`config.mk`:
```
export PLATFORM = sky130hd
export DESIGN_NAME = pipe_reg_skid
export DESIGN_NICKNAME = d
export VERILOG_FILES = /design/src/rtl/pipe_reg_skid.sv
export SDC_FILE = /design/constraint.sdc
export NUM_CORES = 1
export LEC_CHECK = 0
export ABC_AREA = 1
export BUFFER_PORTS_ARGS = -buffer_cell sky130_fd_sc_hd__buf_2
export CORE_MARGIN = 8
export CORE_UTILIZATION = 35
export CTS_BUF_LIST = sky130_fd_sc_hd__clkbuf_16
export DETAILED_ROUTE_END_ITERATION = 6
export SLEW_MARGIN = 20
export SYNTH_ARGS = -nofsm -noshare
export SYNTH_HDL_FRONTEND = slang
export SYNTH_SLANG_ARGS = --single-unit
```
`constraint.sdc`:
```
create_clock -name CLK -period 4.55 [get_ports CLK]
set_input_delay 0.455 -clock CLK [delete_from_list [all_inputs] [get_ports CLK]]
set_output_delay 0.455 -clock CLK [all_outputs]
set_load 0.01 [all_outputs]
```
`src/rtl/pipe_reg_skid.sv`:
```
// Purpose : inter-stage pipeline register with valid/ready handshake and a 2-entry skid buffer.
// Latency : 1 cycle from accept to OutValid when empty; 1 beat/cycle sustained throughput.
// Backpressure: InReady comes from registered state only; it drops when both entries are held.
//
// Ports:
//   CLK, RST           clock and synchronous active-high reset
//   InValid/InReady    upstream handshake, InData carries the payload
//   Stall              hazard hold; blocks consumption of the head entry
//   Flush              synchronous clear of all held payloads
//   OutValid/OutReady  downstream handshake, OutData is the head or CLR_VAL when empty
//   Count              number of entries held (0..2)
//   BpCycles           saturating count of cycles with OutValid=1 and no consume
module pipe_reg_skid #(
  parameter int              SIZE    = 32,
  parameter logic [SIZE-1:0] CLR_VAL = {SIZE{1'b0}},
  parameter int              CNT_W   = 16
) (
  input  logic             CLK,
  input  logic             RST,
  input  logic             InValid,
  output logic             InReady,
  input  logic [SIZE-1:0]  InData,
  input  logic             Stall,
  input  logic             Flush,
  output logic             OutValid,
  input  logic             OutReady,
  output logic [SIZE-1:0]  OutData,
  output logic [1:0]       Count,
  output logic [CNT_W-1:0] BpCycles
);

  // State encoding doubles as the occupancy count.
  typedef enum logic [1:0] {
    EMPTY = 2'd0,
    ONE   = 2'd1,
    FULL  = 2'd2
  } state_t;

  localparam logic [CNT_W-1:0] BP_MAX = {CNT_W{1'b1}};

  state_t           state_q, state_d;
  logic [SIZE-1:0]  main_q, main_d;
  logic [SIZE-1:0]  skid_q, skid_d;
  logic [CNT_W-1:0] bp_q, bp_d;

  logic accept;
  logic consume;

  // InReady depends only on RST and the state register, so the ready
  // path towards upstream never sees OutReady or Stall combinationally.
  assign InReady  = ~RST & (state_q != FULL);
  assign OutValid = (state_q != EMPTY);
  assign OutData  = main_q;
  assign Count    = state_q;
  assign BpCycles = bp_q;

  assign accept  = InValid & InReady;
  assign consume = OutValid & OutReady & ~Stall;

  // Next-state and payload steering.
  always_comb begin
    state_d = state_q;
    main_d  = main_q;
    skid_d  = skid_q;

    if (Flush) begin
      // Flush wins over Stall and drops any payload offered this cycle.
      state_d = EMPTY;
      main_d  = CLR_VAL;
    end else begin
      unique case (state_q)
        EMPTY: begin
          if (accept) begin
            state_d = ONE;
            main_d  = InData;
          end
        end
        ONE: begin
          if (accept && consume) begin
            main_d = InData;
          end else if (accept) begin
            // Head is stuck, park the new beat behind it.
            state_d = FULL;
            skid_d  = InData;
          end else if (consume) begin
            state_d = EMPTY;
            main_d  = CLR_VAL;
          end
        end
        FULL: begin
          // InReady is low here, so only the head can move.
          if (consume) begin
            state_d = ONE;
            main_d  = skid_q;
          end
        end
        default: begin
          state_d = EMPTY;
          main_d  = CLR_VAL;
        end
      endcase
    end
  end

  // Back-pressure counter: every cycle the head is presented but not taken,
  // including Stall holds and flush cycles without a consume.
  always_comb begin
    bp_d = bp_q;
    if (OutValid && !consume && (bp_q != BP_MAX)) begin
      bp_d = bp_q + CNT_W'(1);
    end
  end

  always_ff @(posedge CLK) begin
    if (RST) begin
      state_q <= EMPTY;
      main_q  <= CLR_VAL;
      skid_q  <= CLR_VAL;
      bp_q    <= '0;
    end else begin
      state_q <= state_d;
      main_q  <= main_d;
      skid_q  <= skid_d;
      bp_q    <= bp_d;
    end
  end

endmodule
```
* After elaboration in Yosys (flattened, before gate mapping)
Index checks and enable logic that the tools add are counted.
Operators by class: mux-type cells 12, $add $sub $neg 1, bitwise gates (word level) 8, eq/ne operators 10, reductions and logical operators 10
Operators with widths (count):
- $mux W32 | 5
- $pmux W32 S3 | 1
- $add A16 B1 Y16 const B | 1
- $ne A16 B16 Y1 const B | 1
- $reduce_and A4 Y1 | 3
- $mux W2 | 5
- $ne A3 B3 Y1 const B | 3
- $ne A2 B2 Y1 const B | 4
- $pmux W2 S3 | 1
- $and A1 B1 Y1 | 4
- $not A1 Y1 | 4
- $logic_and A1 B1 Y1 | 3
- $eq A2 B1 Y1 const B | 1
- $eq A2 B2 Y1 const B | 1
- $logic_not A2 Y1 | 1
- $reduce_bool A2 Y1 | 1
- $reduce_or A2 Y1 | 1
- $logic_not A1 Y1 | 1
Word-level totals: output and inout port bits 52, word-level logic and storage cells 45, register bits 82

* Depth between registers and ports, before layout
depth in word-level cells 7, mapped depth 10

* Worst setup path after synthesis
Ideal clock, no wire load.
path type reg-to-output, start point register state_q[1] (netlist: Count[1]), end point output InReady, stages on the path, launching flop included 5, path buffers 1, data arrival time 1098 ps, slack 2997 ps, data required time 4095 ps, cell sequence dfxtp_1 > nand2_1 > inv_1 > buf_1 > nor2_1
Between the ends: longest elaborated chain between the ends 2
RTL lines:
- start: declaration | line 41 | state_t state_q, state_d;
- start signal: assignment | line 121 | state_q <= state_d;
- $ne A2 B2 Y1 | line 51 | assign InReady = ~RST & (state_q != FULL);
- $and A1 B1 Y1 | line 51
- end: declaration | line 21 | output logic InReady,
No other way between the ends.

* Worst setup path after layout
start point register state_q[0] (netlist: Count[0]), end point output InReady
The elaborated chain is that of the path after synthesis.

==> out/results.md <==
## Die
• **DIE AREA** 0.0146 sq mm
• **number of standard-cell rows in the floorplan** 38
• **I/O pins** 90
• **die span in x** 121 um
• **core area** 0.0108 sq mm
• **vertical extent of the die** 121 um
• **Starting Density** 35.7%

## Logic synthesis
• **Avg Synthesized Cell Area** 6.70 sq um
• **summed instance area of the synthesized netlist** 0.00386 sq mm
• **count leader, synth** sky130_fd_sc_hd__nand2_1
• **total nets after synthesis** 615
• **number of enable-type register cells in the synthesized netlist** 0
• **count of unique library cells instantiated by Yosys** 26
• **area share of the largest cell type after synthesis** 42.6%
• **number of warnings reported in the yosys synthesis log** 0
• **synthesized instance count** 576
• **main flop type after synthesis** sky130_fd_sc_hd__dfxtp_1
• **count of state elements after synthesis** 82
• **Synth area leaders** sky130_fd_sc_hd__dfxtp_1, sky130_fd_sc_hd__nand2_1, sky130_fd_sc_hd__nand3_1
• **fraction of registers with async set/reset** 0%
• **part of the Yosys area used for sequential elements** 42.6%
• **library cell occupying the most area in the post-synthesis netlist** sky130_fd_sc_hd__dfxtp_1
• **commonest cells in the netlist** sky130_fd_sc_hd__nand2_1, sky130_fd_sc_hd__dfxtp_1, sky130_fd_sc_hd__nand3_1

## Flow run
• **max cap viols** 0

## CTS
• **TritonCTS clock tree** yes
• **clock tree buffer depth** 2
• **post-CTS setup buffer count** 0
• **cts repair resizes** 0
• **CTS clock-pin slew for the worst setup and hold paths** 0.07 ns
• **clock root cell** sky130_fd_sc_hd__clkbuf_16
• **Hold Buf Count CTS** 0
• **count of clock tree sinks** 82
• **H-Tree Depth** 3
• **TritonCTS buffer count** 9
• **clock network latency to the later pin of the worst-skew pair** 0.34 ns

## Power and ir drop
• **LEAKAGE** 0.00195 uW
• **worst vdd rail ir drop** 0.159 mV
• **PwrDens** 339 mW/mm^2

## STA
• **Slew Viols, Final** 0
• **Final Hold Vio Count** 0
• **final setup vio count** 0
• **total negative slack for setup checks** 0 ns
• **relative slew slack** 23.6%
• **highest clock rate** 0.378 GHz
• **Period Utilization, post-route** 58.1%
• **fin crit period** 2.64 ns
• **transition time at the pin with the least slew margin** 1.14 ns
• **setup repair after global routing missed its margin** false
• **Worst Skew** 0.00895 ns

## Setup path
• **data arrival time of the worst path** 2.19 ns
• **worst setup path startpoint** Count[0]
• **slowest CP cell** sky130_fd_sc_hd__clkinv_1
• **largest fanout of any net on the critical path** 33
• **Crit path required time** 4.09 ns
• **Setup Crit Path Kind** flip-flop to output pin
• **RR Endpoint** skid_q[28]
• **r2r worst-path depth** 5
• **biggest cell delay along the critical path** 0.74 ns
• **type of origin of the critical path** flip-flop
• **Critical Path, Cell by Cell** inv_1 -> nand2_1 -> clkinv_1 -> nor2_1 -> buf_2
• **reg2reg setup slack** 2.08 ns
• **element type at the critical path end** output pin
• **critical path capture point** InReady
• **worst reg2reg path startpoint** Count[0]

## Global route
• **number of antenna violations at the first check in global routing** 1
• **maximum number of pins on one net before global-route repair** 46
• **total track usage** 15.1%
• **grt ovf** 0
• **global-route wire length before repair** 18.2 mm
• **via count of the first global-routing pass** 3736

## Cells and area
• **layout filler cell count** 1125
• **core occupancy in the finished layout** 42.5%
• **nets@finish** 682
• **Area growth, synth to finish** 18.9%
• **ratio of cells with drive above 1 in the final layout** 18.4%

## Routing
• **DR vias** 3833
• **DRC viols** 0
• **post-detailed-route via-to-cell ratio** 4.86
• **DRC marker count from the first detailed-route iteration** 290
• **Total Wirelength** 10.9 mm
• **number of nets still failing antenna checks after routing** 0
• **number of detailed-route iterations in the first pass** 4
• **WL/cell** 13.8 um

## Hold path
• **classification of the worst-slack hold path** input port to flip-flop

## Placed design
• **detailed placer's ending HPWL** 7.50 mm
• **Port Buffers** 89
• **final RePlAce weighted congestion** 0.837

## Run status
• **run status** finished, final reports clean

-- area by class of cell --
| type | instances | area [sq um] | share of cell area (%) |
|---|---|---|---|
| well taps | 140 | 175 | 3.82 |
| clock buffers | 9 | 225 | 4.91 |
| multi-input cells | 431 | 1920 | 41.9 |
| clock inverters | 7 | 52.6 | 1.15 |
| repair buffers | 91 | 460 | 10.0 |
| diodes | 1 | 2.50 | 0.0546 |
| flip-flops and latches | 82 | 1640 | 35.8 |
| inverters | 28 | 108 | 2.35 |
-- routing by layer --
metal | share of wire [%] | GRT usage, %
met5 | 0.074 | 0
met4 | 0.85 | 4.76
met3 | 8.5 | 4.93
met2 | 45 | 24.2
met1 | 45 | 18.9
-- where the power goes --
part | switching (uW) | total (uW) | leakage (uW) | internal [uW]
Combinational | 95.6 | 141 | 0.00115 | 45.6
Sequential | 7.47 | 737 | 0.000662 | 729
Clock | 303 | 676 | 0.000138 | 373
-- sequential cells by signal, indices dropped and copies added, names as in the netlist --
register / flops
Count: 2
BpCycles: 16
OutData: 32
skid_q: 32
-- cell usage in the layout (no fill, tap or decap) --
| cell type | synthesis | routed |
|---|---|---|
| sky130_fd_sc_hd__buf_4 | 10 | 2 |
| sky130_fd_sc_hd__clkinv_4 | 0 | 3 |
| sky130_fd_sc_hd__nand4_1 | 3 | 3 |
| sky130_fd_sc_hd__nor2_8 | 1 | 1 |
| sky130_fd_sc_hd__nor2_2 | 1 | 1 |
| sky130_fd_sc_hd__dfxtp_1 | 82 | 82 |
| sky130_fd_sc_hd__nor2_4 | 1 | 1 |
| sky130_fd_sc_hd__diode_2 | 0 | 1 |
| sky130_fd_sc_hd__clkinv_1 | 0 | 2 |
| sky130_fd_sc_hd__inv_1 | 24 | 23 |
| sky130_fd_sc_hd__nor3b_1 | 1 | 1 |
| sky130_fd_sc_hd__xor2_1 | 2 | 2 |
| sky130_fd_sc_hd__inv_4 | 1 | 1 |
| sky130_fd_sc_hd__o21ai_0 | 6 | 6 |
| sky130_fd_sc_hd__nand2_1 | 218 | 218 |
| sky130_fd_sc_hd__nor3_1 | 2 | 2 |
| sky130_fd_sc_hd__clkinv_2 | 0 | 1 |
| sky130_fd_sc_hd__buf_2 | 15 | 89 |
| sky130_fd_sc_hd__inv_2 | 3 | 3 |
| sky130_fd_sc_hd__clkbuf_16 | 0 | 9 |
| sky130_fd_sc_hd__a211oi_1 | 1 | 1 |
| sky130_fd_sc_hd__xnor2_1 | 3 | 3 |
| sky130_fd_sc_hd__nand2_2 | 4 | 4 |
| sky130_fd_sc_hd__ha_1 | 1 | 1 |
| sky130_fd_sc_hd__a21oi_1 | 77 | 77 |
| sky130_fd_sc_hd__nor3_2 | 1 | 1 |
| sky130_fd_sc_hd__o21ai_2 | 1 | 1 |
| sky130_fd_sc_hd__nand3_1 | 80 | 80 |
| sky130_fd_sc_hd__nor2_1 | 28 | 28 |
| sky130_fd_sc_hd__inv_6 | 0 | 2 |
-- worst min-delay path by stage --
| stage | cells after the start | startpoint | slack [ns] | end |
|---|---|---|---|---|
| detailed placement | 2 | OutData[15] | 0.45 | OutData[15] |
| floorplan | 2 | skid_q[0] | 0.44 | skid_q[0] |
| finish | 3 | InData[3] | 0.40 | skid_q[3] |
| global route | 3 | InData[4] | 0.40 | skid_q[4] |
| global placement | 2 | skid_q[25] | 0.45 | skid_q[25] |
| CTS | 3 | InData[3] | 0.39 | skid_q[3] |
-- stage by stage --
step,worst slack [ns],hold slack [ns],power (uW),instance area [sq um],std cells
2_1_floorplan,3.00,0.439,846,3860,576
3_3_place_gp,1.87,0.448,893,4310,772
3_5_place_dp,1.86,0.452,895,4310,772
4_1_cts,2.08,0.391,1580,4580,788
5_1_grt,1.63,0.401,1630,4580,788
6_report,1.91,0.399,1550,4590,789
-- kinds of logic (layout without fill, tap and decap cells) --
family,Yosys count,count (layout),synth area share (%)
simple gates,340,340,37.1
compound gates,85,85,11.2
other cells,0,1,0
fa+ha+maj,1,1,0.324
xor+xnor,5,5,1.14
buf+inv,63,135,7.66
flops,82,82,42.6
-- worst max-delay path: cells and delay by family (launching register included) --
| family | cells | cell delay, ns |
|---|---|---|
| DFF | 1 | 0.45 |
| and+or+nand+nor | 2 | 0.42 |
| buffers and inverters | 3 | 0.98 |
Note: power is estimated with default switching activity, not from simulation.
